[config.mk]
export PLATFORM = sky130hd
export DESIGN_NAME = run_detector_flat
export DESIGN_NICKNAME = d
export VERILOG_FILES = /design/src/rtl/run_detector_pkg.sv /design/src/rtl/run_detector_if.sv /design/src/rtl/sat_counter.sv /design/src/rtl/run_detector.sv /design/src/flat_wrapper.sv
export SDC_FILE = /design/constraint.sdc
export NUM_CORES = 1
export LEC_CHECK = 0
export ABC_CLOCK_PERIOD_IN_PS = 2730
export BUFFER_PORTS_ARGS = -buffer_cell sky130_fd_sc_hd__buf_2
export CAP_MARGIN = 20
export CORE_UTILIZATION = 51
export DETAILED_ROUTE_END_ITERATION = 10
export GPL_TIMING_DRIVEN = 0
export PLACE_DENSITY = 0.85
export SLEW_MARGIN = 25
export SYNTH_ARGS = -nofsm -noshare
export SYNTH_HDL_FRONTEND = slang
export SYNTH_SLANG_ARGS = --single-unit
[constraint.sdc]
create_clock -name clock -period 2.73 [get_ports clock]
set_clock_uncertainty 0.05 [all_clocks]
set_input_delay 0.6825 -clock clock [delete_from_list [all_inputs] [get_ports clock]]
set_output_delay 0.6825 -clock clock [all_outputs]
set_load 0.005 [all_outputs]
[src/rtl/run_detector_pkg.sv]
// rtl/run_detector_pkg.sv - shared state encoding and width helper for run_detector
package run_detector_pkg;

  typedef enum logic [1:0] {
    IDLE  = 2'd0,
    ONES  = 2'd1,
    ZEROS = 2'd2
  } state_t;

  // Width needed to hold a run count of 0..run_len.
  function automatic int run_len_w(input int run_len);
    return $clog2(run_len + 1);
  endfunction

endpackage

[src/rtl/run_detector_if.sv]
// rtl/run_detector_if.sv - sample stream in, hit/count status out
interface run_detector_if
  import run_detector_pkg::*;
#(
  parameter int RUN_LEN = 2,
  parameter int CNT_W   = 8
);
  localparam int RLW = run_len_w(RUN_LEN);

  logic             in_valid;
  logic             in_bit;
  logic             overlap;
  logic             clear;
  logic             hit;
  logic             hit_value;
  logic [RLW-1:0]   run_len;
  logic [CNT_W-1:0] hit_count;

  modport master (
    output in_valid, in_bit, overlap, clear,
    input  hit, hit_value, run_len, hit_count
  );

  modport slave (
    input  in_valid, in_bit, overlap, clear,
    output hit, hit_value, run_len, hit_count
  );

endinterface

[src/rtl/sat_counter.sv]
// rtl/sat_counter.sv - up counter that sticks at all-ones, clr has priority over inc
module sat_counter #(
  parameter int W = 8
) (
  input  logic         clock,
  input  logic         reset,
  input  logic         inc,
  input  logic         clr,
  output logic [W-1:0] value
);

  logic [W-1:0] r_value;

  always_ff @(posedge clock or posedge reset) begin
    if (reset) begin
      r_value <= '0;
    end else if (clr) begin
      r_value <= '0;
    end else if (inc && (r_value != {W{1'b1}})) begin
      r_value <= r_value + 1'b1;
    end
  end

  assign value = r_value;

endmodule

[src/rtl/run_detector.sv]
// rtl/run_detector.sv - flags runs of RUN_LEN identical bits in a qualified serial stream
module run_detector
  import run_detector_pkg::*;
#(
  parameter int RUN_LEN = 2,
  parameter int CNT_W   = 8
) (
  input  logic          clock,
  input  logic          reset,
  run_detector_if.slave bus
);

  localparam int             RLW  = run_len_w(RUN_LEN);
  localparam logic [RLW-1:0] ONE  = RLW'(1);
  localparam logic [RLW-1:0] LAST = RLW'(RUN_LEN - 1);
  localparam logic [RLW-1:0] FULL = RLW'(RUN_LEN);

  state_t         r_state;
  state_t         w_state_nxt;
  logic [RLW-1:0] r_cnt;
  logic [RLW-1:0] w_cnt_nxt;
  logic [RLW-1:0] w_cnt_inc;
  logic           r_hit;
  logic           r_hit_value;
  logic           w_hit_nxt;
  logic           w_hit_value_nxt;
  logic           w_match;
  logic           w_complete;

  // IDLE never matches, so the first sample after IDLE takes the mismatch path.
  assign w_match    = ((r_state == ONES) && bus.in_bit) || ((r_state == ZEROS) && !bus.in_bit);
  assign w_cnt_inc  = r_cnt + ONE;
  assign w_complete = bus.in_valid && w_match && (w_cnt_inc == FULL);

  always_ff @(posedge clock or posedge reset) begin
    if (reset) begin
      r_state     <= IDLE;
      r_cnt       <= '0;
      r_hit       <= 1'b0;
      r_hit_value <= 1'b0;
    end else begin
      r_state     <= w_state_nxt;
      r_cnt       <= w_cnt_nxt;
      r_hit       <= w_hit_nxt;
      r_hit_value <= w_hit_value_nxt;
    end
  end

  always_comb begin
    w_state_nxt = r_state;
    w_cnt_nxt   = r_cnt;
    if (bus.clear) begin
      w_state_nxt = IDLE;
      w_cnt_nxt   = '0;
    end else if (bus.in_valid) begin
      if (!w_match) begin
        w_state_nxt = bus.in_bit ? ONES : ZEROS;
        w_cnt_nxt   = ONE;
      end else if (w_complete) begin
        if (bus.overlap) begin
          w_cnt_nxt = LAST;
        end else begin
          w_state_nxt = IDLE;
          w_cnt_nxt   = '0;
        end
      end else begin
        w_cnt_nxt = w_cnt_inc;
      end
    end
  end

  always_comb begin
    w_hit_nxt       = !bus.clear && w_complete;
    w_hit_value_nxt = w_hit_nxt ? bus.in_bit : r_hit_value;
  end

  sat_counter #(.W(CNT_W)) u_hit_count (
    .clock (clock),
    .reset (reset),
    .inc   (w_hit_nxt),
    .clr   (bus.clear),
    .value (bus.hit_count)
  );

  assign bus.hit       = r_hit;
  assign bus.hit_value = r_hit_value;
  assign bus.run_len   = r_cnt;

endmodule

[src/flat_wrapper.sv]
// flat-port wrapper written by rule: the top's interface ports become plain ports
module run_detector_flat import run_detector_pkg::*;
#(
  parameter int RUN_LEN = 2,
  parameter int CNT_W   = 8
)
  (clock, reset, bus_in_valid, bus_in_bit, bus_overlap, bus_clear, bus_hit, bus_hit_value, bus_run_len, bus_hit_count);
  run_detector_if #(.RUN_LEN(RUN_LEN), .CNT_W(CNT_W)) bus_i ();
  input  logic clock;
  input  logic reset;
  input wire logic [$bits(bus_i.in_valid)-1:0] bus_in_valid;
  input wire logic [$bits(bus_i.in_bit)-1:0] bus_in_bit;
  input wire logic [$bits(bus_i.overlap)-1:0] bus_overlap;
  input wire logic [$bits(bus_i.clear)-1:0] bus_clear;
  output wire logic [$bits(bus_i.hit)-1:0] bus_hit;
  output wire logic [$bits(bus_i.hit_value)-1:0] bus_hit_value;
  output wire logic [$bits(bus_i.run_len)-1:0] bus_run_len;
  output wire logic [$bits(bus_i.hit_count)-1:0] bus_hit_count;
  assign bus_i.in_valid = bus_in_valid;
  assign bus_i.in_bit = bus_in_bit;
  assign bus_i.overlap = bus_overlap;
  assign bus_i.clear = bus_clear;
  assign bus_hit = bus_i.hit;
  assign bus_hit_value = bus_i.hit_value;
  assign bus_run_len = bus_i.run_len;
  assign bus_hit_count = bus_i.hit_count;
  run_detector #(.RUN_LEN(RUN_LEN), .CNT_W(CNT_W)) u_core (.clock(clock), .reset(reset), .bus(bus_i));
endmodule
==> results.tsv, run 1 <==
metric	value	unit
FF/Latch Area	350	um^2
Mapped Cells	82	
number of global-route vias before repair	568	
Fmax	463	MHz
TritonCTS clock tree	yes	
mux share of post-synthesis cell area	5.67	%
share of layout cells above drive strength 1	26.2	%
CP delay by family, top	simple AND/OR/NAND/NOR gates	
fin crit share	79.2	%
Levels on crit path	5	
starting DRC count in detailed routing	20	
Post-synth ARST share	100	%
Final setup violation count	0	
ANT cells	0	
Pwr Density	442	mW/mm^2
post-synthesis sequential area ratio	45.4	%
complex-gate fraction of the synthesized area	17.0	%
synthesis-stage register bit count	14	
final core utilization	67.6	%
Nets	112	
H-tree depth	1	
CP Class	input pin to flop	
antenna-violating nets left	0	
Die W	40.9	um
Vias/cell	5.96	
multi-input gate area in the final layout	395	um^2
I/O pin count	18	
Worst-Margin Slew	0.568	ns
row count	13	
buffers inserted by post-CTS timing repair	0	
post_cts resized	0	
minimum clock period	2.16	ns
Distinct cells, synth	29	
P_leak	0.442	nW
Post-synth EDFFs	0	
Core Region	0.00135	mm^2
Non-Filler Instances	118	
R2R depth	4	
WL/cell	13.1	um
Syn Nets	90	
Power Total	403	uW
routability cong.	0.796	
largest net degree at the start of global routing	15	
outcome	finished clean	
hold crit path type	input pin to asynchronous set/reset pin	
main flop type after synthesis	dfrtp_1	
IO buf count	17	
CTS buffer count	3	
initial antenna violation count	0	
Setup WS pre-CTS	0.294	ns
CTS max path bufs	2	
Die Ht	40.9	um
Max-cap violations	0	
worst reg-to-reg setup slack	0.68	ns
CTS Hold Bufs	0	
CTS clk-pin slew, worst paths	0.08	ns
Root Driver	clkbuf_4	
first-pass GRT wire length	2350	um
Die ar.	0.00167	mm^2
setup TNS	0	ns
CP Buf/Inv Count	1	
arrival time worst endpoint	2.28	ns
Max Fanout on Critical Path	5	
Avg Inst Size Synth	9.41	um^2
Post-Synth Adder-Cell Area	3.24	%
Pre-antenna DRT Iters	4	
RSZ-0062 raised after global routing	false	
Synth Area in XOR/XNOR	0	%
Final HPWL DP	1180	um
Simple-Gate Fraction of Synth Area	25.3	%
crit-path max cell delay	0.53	ns
DRC Markers	0	
remaining global-route overflow	0	
crit path capture type	flop	
fin worst setup slack	0.569	ns
Hold Fails Final Rpt	0	
max_slew headroom	62.2	%
fillers	121	
crit path cell chain	buf_2 -> or3b_4 -> a21o_1 -> or4_1 -> mux2_1	
Peak supply drop	315	uV
P&R area growth vs syn	18.2	%
largest family of logic cells by synthesized area	simple AND/OR/NAND/NOR gates	
clk_lat worst skew	0.28	ns
Critical-path top delay cell	or4_1	
Ys Warns	0	
Req. time, crit path	2.85	ns
Pins Over Slew Limit	0	
routed wire length	1550	um
clock sinks	14	
total track usage	21.9	%
CP startpoint kind	input pin	
mapped cell area	772	um^2
Inst Count DP	114	
initial core utilization	57.2	%
vias post-DR	703	
## sequential cells by signal (all words and copies together) (netlist names)
signal                    count
u_core.bus.run_len            2
u_core.u_hit_count.value      8
u_core.bus.hit                1
u_core.bus.hit_value          1
u_core.r_state                2
## through the flow
step                hold slack, ns  instance area [um^2]
floorplan                    0.455                   772
global placement             0.435                   876
detailed placement           0.456                   876
CTS                          0.385                   912
global route                 0.409                   912
finish                       0.374                   912
## where the power goes
| part | internal, mW | switching [mW] | total, mW |
|---|---|---|---|
| clock | 0.0811 | 0.0632 | 0.144 |
| combinational | 0.0167 | 0.0235 | 0.0402 |
| sequential | 0.213 | 0.00498 | 0.218 |
## Yosys cell counts, drive strengths merged, types with 2 or more instances
cell    count  area [um^2]
a211oi      2         15.0
a21o        2         15.0
a21oi       9         45.0
a311oi      2         17.5
and3        3         18.8
dfrtp      14          350
ha          2         25.0
inv         6         22.5
mux2        3         33.8
nand2       8         30.0
nand3       5         25.0
nand4       2         12.5
nor2        7         26.3
nor2b       2         12.5
nor3        2         10.0
## cells in the final DEF, fill, tap and decap left out, drive strengths merged
cell type	netlist	layout
a311oi	2	2
mux2	3	3
and4bb	1	1
a211oi	2	2
a21bo	1	1
and3	3	3
or4	1	1
o21ai	1	1
dfrtp	14	14
a21oi	9	9
nand2	8	8
or4bb	1	1
nor2b	2	2
o31ai	1	1
a31oi	1	1
mux2i	1	1
inv	6	6
nand3b	1	1
a21o	2	2
nand4	2	2
or3b	1	1
clkbuf	1	5
a311o	1	1
buf	0	17
nand3	5	5
nor2	7	7
nor3	2	2
ha	2	2
and4	1	1
## worst paths after layout
check                                                          end                             start
setup / recovery           u_core.u_hit_count.value[5]$_DFFE_PP0P_                        bus_in_bit
min in group clock                u_core.bus.hit_value$_DFFE_PP0P_  u_core.bus.hit_value$_DFFE_PP0P_
hold / removal                       u_core.r_state[1]$_DFFE_PP0P_                             reset
setup reg to reg           u_core.u_hit_count.value[5]$_DFFE_PP0P_     u_core.r_state[0]$_DFFE_PP0P_
max in group asynchronous  u_core.u_hit_count.value[2]$_DFFE_PP0P_                             reset
hold reg to reg                   u_core.bus.hit_value$_DFFE_PP0P_  u_core.bus.hit_value$_DFFE_PP0P_
## per-layer routing
metal	share of wire, %	GRT usage, %
met5	0	0
met4	0.45	5.83
met3	6.5	8.70
met2	47	34.4
met1	46	27.8
## layout make-up
type	count	area share (%)
Multi-Input combinational cell	61	43.3
Tap cell	15	2.06
Clock buffer	4	3.98
Sequential cell	14	38.4
Buffer	1	0.412
Inverter	6	2.47
Timing Repair Buffer	17	9.33
## cell families after synthesis
group	Yosys count
flip-flops	14
AO/OA/AOI/OAI	20
multiplexers	4
adder cells (fa/ha/maj)	2
buffers and inverters	7
AND/OR/NAND/NOR	35
No activity file was read; power rests on OpenSTA's default activity.
==> run 2: changes to the inputs <==
--- a/config.mk
+++ b/config.mk
@@ -5,13 +5,14 @@
 export SDC_FILE = /design/constraint.sdc
 export NUM_CORES = 1
 export LEC_CHECK = 0
-export ABC_CLOCK_PERIOD_IN_PS = 2730
+export ABC_AREA = 1
+export ABC_CLOCK_PERIOD_IN_PS = 1940
 export BUFFER_PORTS_ARGS = -buffer_cell sky130_fd_sc_hd__buf_2
 export CAP_MARGIN = 20
-export CORE_UTILIZATION = 51
+export CORE_UTILIZATION = 47
 export DETAILED_ROUTE_END_ITERATION = 10
 export GPL_TIMING_DRIVEN = 0
-export PLACE_DENSITY = 0.85
+export PLACE_DENSITY = 0.82
 export SLEW_MARGIN = 25
 export SYNTH_ARGS = -nofsm -noshare
 export SYNTH_HDL_FRONTEND = slang
==> constraint.sdc (replaced) <==
create_clock -name clock -period 1.94 [get_ports clock]
set_clock_uncertainty 0.05 [all_clocks]
set_input_delay 0.485 -clock clock [delete_from_list [all_inputs] [get_ports clock]]
set_output_delay 0.485 -clock clock [all_outputs]
set_load 0.005 [all_outputs]
==> run 2 against run 1 <==
Compared with the run above:
- sequential power rose by 45%
- worst hold slack lost 0.18 ns
- die area increased by 20%
- sequential share of layout area shrank 3.3 points
- cell count is 36% higher
- clock power grew 17%
- synthesized cell count up 40%
- flip-flop and latch count stayed put
- first-iteration DRC count is the same
- worst setup slack lost 0.12 ns
- power up 39%
==> results.tsv, run 2 <==
metric	value	unit
CTS max path bufs	2	
Final setup violation count	0	
commonest non-fill, non-tap cell in the layout	nand2_1	
Die W	44.8	um
H-tree depth	1	
routability cong.	0.854	
hold crit path type	input pin to asynchronous set/reset pin	
Comb pwr share	13.8	%
TritonCTS clock tree	yes	
CP startpoint kind	flop	
arrival time worst endpoint	1.61	ns
mapped cell area	860	um^2
clk_lat worst skew	0.28	ns
Hold Fails Final Rpt	0	
fin worst setup slack	0.449	ns
Pwr Density	562	mW/mm^2
DRC Markers	0	
Core Region	0.00173	mm^2
P_leak	0.568	nW
buffers inserted by post-CTS timing repair	0	
Post-synth ARST share	100	%
sw frac	28.2	%
Synth top cells by count	nand2_1, nand3_1, dfrtp_1, inv_1, nor2_1	
routed wire length	1770	um
total track usage	20.1	%
Req. time, crit path	2.06	ns
post_cts resized	0	
post-synth top area cell	dfrtp_1	
Root Driver	clkbuf_4	
remaining global-route overflow	0	
main flop type after synthesis	dfrtp_1	
largest net degree at the start of global routing	15	
P&R area growth vs syn	16.2	%
outcome	finished clean	
CP Class	flop to flop	
Mapped Cells	115	
post-synthesis sequential area ratio	40.8	%
starting DRC count in detailed routing	20	
Pre-antenna DRT Iters	4	
Clk pwr share	30.0	%
vias post-DR	814	
antenna-violating nets left	0	
Psw	158	uW
design internal power	404	uW
RSZ-0062 raised after global routing	false	
CTS buffer count	3	
clock sinks	14	
CP startpoint	u_core.u_hit_count.value[0]$_DFFE_PP0P_	
Setup WS pre-CTS	0.461	ns
Syn Nets	123	
Flop pwr share	56.2	%
share of layout cells above drive strength 1	22.2	%
ANT cells	0	
Pins Over Slew Limit	0	
Fmax	671	MHz
Non-Filler Instances	160	
Max-cap violations	0	
fin crit share	76.9	%
Inst Count DP	157	
Final HPWL DP	1330	um
Synth top area share	40.8	%
crit path capture type	flop	
Peak supply drop	278	uV
setup TNS	0	ns
Vias/cell	5.09	
Avg Inst Size Synth	7.47	um^2
Ys Warns	0	
ranking of synthesized cells by area	dfrtp_1, nand2_1, nand3_1	
initial antenna violation count	0	
synthesis-stage register bit count	14	
max_slew headroom	62.7	%
Distinct cells, synth	23	
Die Ht	44.8	um
commonest non-fill, non-tap cells in the layout	nand2_1, nand3_1, buf_2	
CTS Hold Bufs	0	
minimum clock period	1.49	ns
WL/cell	11.1	um
reg2reg start	u_core.u_hit_count.value[0]$_DFFE_PP0P_	
Largest register FFs	8	
Die ar.	0.00200	mm^2
first-pass GRT wire length	2930	um
row count	15	
Max Fanout on Critical Path	8	
Nets	145	
number of global-route vias before repair	714	
I/O pin count	18	
top-count cell post-synth	nand2_1	
CTS clk-pin slew, worst paths	0.09	ns
Post-synth EDFFs	0	
initial core utilization	49.8	%
Worst-Margin Slew	0.559	ns
IO buf count	17	
-- run 2: layer usage --
| metal | vias to the layer above | wire [um] | track usage, % |
|---|---|---|---|
| met2 | 29 | 859 | 34.7 |
| met5 | - | 0 | 0 |
| li1 | 407 | - | - |
| met1 | 378 | 821 | 25.4 |
| met4 | 0 | 0 | 6.67 |
| met3 | 0 | 93 | 3.60 |
-- run 2: cells by family (layout without fill, tap and decap cells) --
| kind of cell | Yosys count | after routing | synth area share (%) |
|---|---|---|---|
| adder cells (fa/ha/maj) | 2 | 2 | 2.91 |
| flip-flops | 14 | 14 | 40.8 |
| AO/OA/AOI/OAI | 7 | 7 | 4.66 |
| XOR/XNOR | 2 | 2 | 2.04 |
| buffers and inverters | 18 | 38 | 8.01 |
| AND/OR/NAND/NOR | 72 | 72 | 41.6 |
-- run 2: cell type report --
type	count	area, um^2
Fill cell	175	728
Multi-Input combinational cell	83	440
Sequential cell	14	350
Timing Repair Buffer	17	85.1
Inverter	17	63.8
Tap cell	25	31.3
Clock buffer	3	22.5
Buffer	1	5.00
-- run 2: path summary, 6_finish.rpt --
| path | depth (start not counted) | to | slack, ns |
|---|---|---|---|
| setup / recovery | 7 | u_core.u_hit_count.value[4]$_DFFE_PP0P_ | 0.45 |
| hold / removal | 2 | u_core.u_hit_count.value[1]$_DFFE_PP0P_ | 0.19 |
| setup reg to reg | 7 | u_core.u_hit_count.value[4]$_DFFE_PP0P_ | 0.45 |
| hold reg to reg | 2 | u_core.bus.hit_value$_DFFE_PP0P_ | 0.46 |
| max in group asynchronous | 2 | u_core.bus.run_len[0]$_DFFE_PP0P_ | 1.27 |
| min in group clock | 4 | u_core.u_hit_count.value[5]$_DFFE_PP0P_ | 0.44 |
-- run 2: power by group through the flow --
stage	Combinational (mW)	Clock, mW	Sequential [mW]
after floorplan	0.0484	0	0.321
after global placement	0.0742	0	0.321
after detailed placement	0.0786	0	0.322
after CTS	0.0787	0.171	0.316
after global routing	0.0868	0.187	0.317
final	0.0774	0.169	0.316
-- run 2: metrics by stage --
step / hold WS, ns / area (um^2) / utilization (%) / total power, mW
3_5_place_dp: 0.440 / 976 / 56.5 / 0.400
2_1_floorplan: 0.324 / 860 / - / 0.369
6_report: 0.190 / 998 / 57.8 / 0.562
3_3_place_gp: 0.428 / 976 / 56.5 / 0.395
4_1_cts: 0.219 / 998 / 57.8 / 0.565
5_1_grt: 0.260 / 998 / 57.8 / 0.591
-- run 2: worst max-delay path, stage by stage, from the launching register on --
cell,delay (ns)
dfrtp_1,0.47
ha_1,0.25
nand3_1,0.13
inv_2,0.07
nand2_1,0.10
nand4_4,0.14
nand3_1,0.11
nand2_1,0.05
==> run 3: changes to the inputs <==
--- a/config.mk
+++ b/config.mk
@@ -6,7 +6,7 @@
 export NUM_CORES = 1
 export LEC_CHECK = 0
 export ABC_AREA = 1
-export ABC_CLOCK_PERIOD_IN_PS = 1940
+export ABC_CLOCK_PERIOD_IN_PS = 1220
 export BUFFER_PORTS_ARGS = -buffer_cell sky130_fd_sc_hd__buf_2
 export CAP_MARGIN = 20
 export CORE_UTILIZATION = 47
==> constraint.sdc (replaced) <==
create_clock -name clock -period 1.22 [get_ports clock]
set_clock_uncertainty 0.05 [all_clocks]
set_input_delay 0.305 -clock clock [delete_from_list [all_inputs] [get_ports clock]]
set_output_delay 0.305 -clock clock [all_outputs]
set_load 0.005 [all_outputs]
==> run 3 against run 2 <==
Compared with the run above:
- the run now ends with hold timing, setup timing left
- clock power up 110%
- sequential share of layout area shrank 6.0 points
- cell area rose by 22%
- via count up 8.1%
- core utilization rose by 13 points
- flip-flop and latch count unchanged
- worst setup slack got worse by 0.55 ns
- largest power group unchanged
- register-to-register slack worse by 0.55 ns
- power is 81% higher
==> results.tsv, run 3 (synthesis gave the netlist of run 2 again) <==
metric	value	unit
met1 wire length	924	um
Pre-antenna DRT Iters	4	
Req. time, crit path	1.34	ns
I/O pin count	18	
Nets	159	
row count	15	
Fmax	756	MHz
number of global-route vias before repair	727	
Die Ht	44.8	um
commonest non-fill, non-tap cells in the layout	nand2_1, buf_2, inv_1, buf_4, nand3_1	
Inst Count DP	157	
Core Region	0.00173	mm^2
Final HPWL DP	1300	um
Largest register FFs	8	
antenna-violating nets left	0	
reg2reg start	u_core.u_hit_count.value[0]$_DFFE_PP0P_	
Max-cap violations	0	
first-pass GRT wire length	3130	um
Post-DP Area	0.00102	mm^2
Max Fanout on Critical Path	8	
routability cong.	0.781	
clock sinks	14	
RSZ-0062 raised after global routing	true	
hold crit path type	input pin to asynchronous set/reset pin	
DRC Markers	0	
crit path capture type	flop	
fin worst setup slack	-0.103	ns
largest net degree at the start of global routing	15	
Peak supply drop	482	uV
clk_lat worst skew	0.29	ns
initial antenna violation count	0	
share of layout cells above drive strength 1	44.0	%
Finished Cell Area	0.00122	mm^2
remaining global-route overflow	0	
failing checks	hold timing, setup timing	
P&R area growth vs syn	42.2	%
CTS max path bufs	2	
CTS Hold Bufs	0	
Vias/cell	5.03	
Root Driver	clkbuf_4	
hold_ws	-0.0144	ns
Non-Filler Instances	175	
critical path endpoint	u_core.u_hit_count.value[2]$_DFFE_PP0P_	
CP startpoint	u_core.u_hit_count.value[0]$_DFFE_PP0P_	
starting DRC count in detailed routing	22	
worst reg-to-reg setup slack	-0.10	ns
initial core utilization	49.8	%
Hold Fails Final Rpt	6	
Reg-to-Reg End	u_core.u_hit_count.value[2]$_DFFE_PP0P_	
P_leak	0.668	nW
vias post-DR	880	
WL/cell	11.8	um
fin crit share	108	%
Power Total	1.02	mW
CP Class	flop to flop	
met2 WL	1060	um
minimum clock period	1.32	ns
R2R depth	7	
arrival time worst endpoint	1.44	ns
Die ar.	0.00200	mm^2
max_slew headroom	64.9	%
Pins Over Slew Limit	0	
metal3 WL	53	um
routed wire length	2060	um
Setup WS pre-CTS	-0.133	ns
CTS buffer count	3	
Die W	44.8	um
H-tree depth	1	
IO buf count	17	
CTS clk-pin slew, worst paths	0.10	ns
final core utilization	70.8	%
Worst-Margin Slew	0.526	ns
fillers	146	
Pwr Density	831	mW/mm^2
setup TNS	-0.805	ns
Top Layer Used	met4	
outcome	finished, violations left	
total track usage	21.7	%
commonest non-fill, non-tap cell in the layout	nand2_1	
TritonCTS clock tree	yes	
ANT cells	0	
CP startpoint kind	flop	
Final setup violation count	13	
==> run 3: cell types whose count changed in the layout (fill, tap and decap cells not counted), sizes merged <==
| cell | previous run | this run |
|---|---|---|
| buf | 18 | 32 |
| clkbuf | 3 | 4 |
==> run 3: what timing repair did <==
item	CTS	global route
gates resized for setup	10	10
pin swaps	1	9
buffers inserted	7	7
endpoints found under the setup margin	19	21
==> run 3: area by class of cell <==
type,count,area (um^2),area share [%]
tap,25,31.3,2.56
buffer,1,5.00,0.409
sequential,14,355,29.1
multi-input combinational,83,529,43.3
timing repair buffer,31,194,15.9
inverter,17,71.3,5.83
clock buffer,4,36.3,2.97
==> run 3: how the worst min path moves through the flow <==
stage | endpoint | startpoint | slack (ns)
after CTS | u_core.bus.hit_value$_DFFE_PP0P_ | reset | 0.02
after floorplan | u_core.bus.hit$_DFF_PP0_ | reset | 0.14
after global routing | u_core.bus.hit_value$_DFFE_PP0P_ | reset | 0.03
after global placement | u_core.r_state[0]$_DFFE_PP0P_ | reset | 0.31
final | u_core.bus.hit_value$_DFFE_PP0P_ | reset | -0.01
after detailed placement | u_core.u_hit_count.value[2]$_DFFE_PP0P_ | reset | 0.33
==> run 3: worst max-delay path: stages, from the launching register on <==
cell     delay, ns
dfrtp_2       0.45
ha_4          0.17
nand3_4       0.09
inv_4         0.05
nand2_4       0.06
nand4_4       0.17
nand3_2       0.12
nand2_1       0.06
==> run 3: per-layer routing <==
| layer | GRT usage (%) | up-vias |
|---|---|---|
| met5 | 0 | - |
| met4 | 9.09 | 0 |
| met3 | 3.60 | 2 |
| met2 | 37.1 | 16 |
| met1 | 27.3 | 419 |
| li1 | - | 443 |
==> run 3: report_power, final <==
group          total (mW)  internal [mW]  switching, mW
registers           0.502          0.485         0.0174
logic               0.165         0.0658         0.0989
clock network       0.349          0.181          0.167
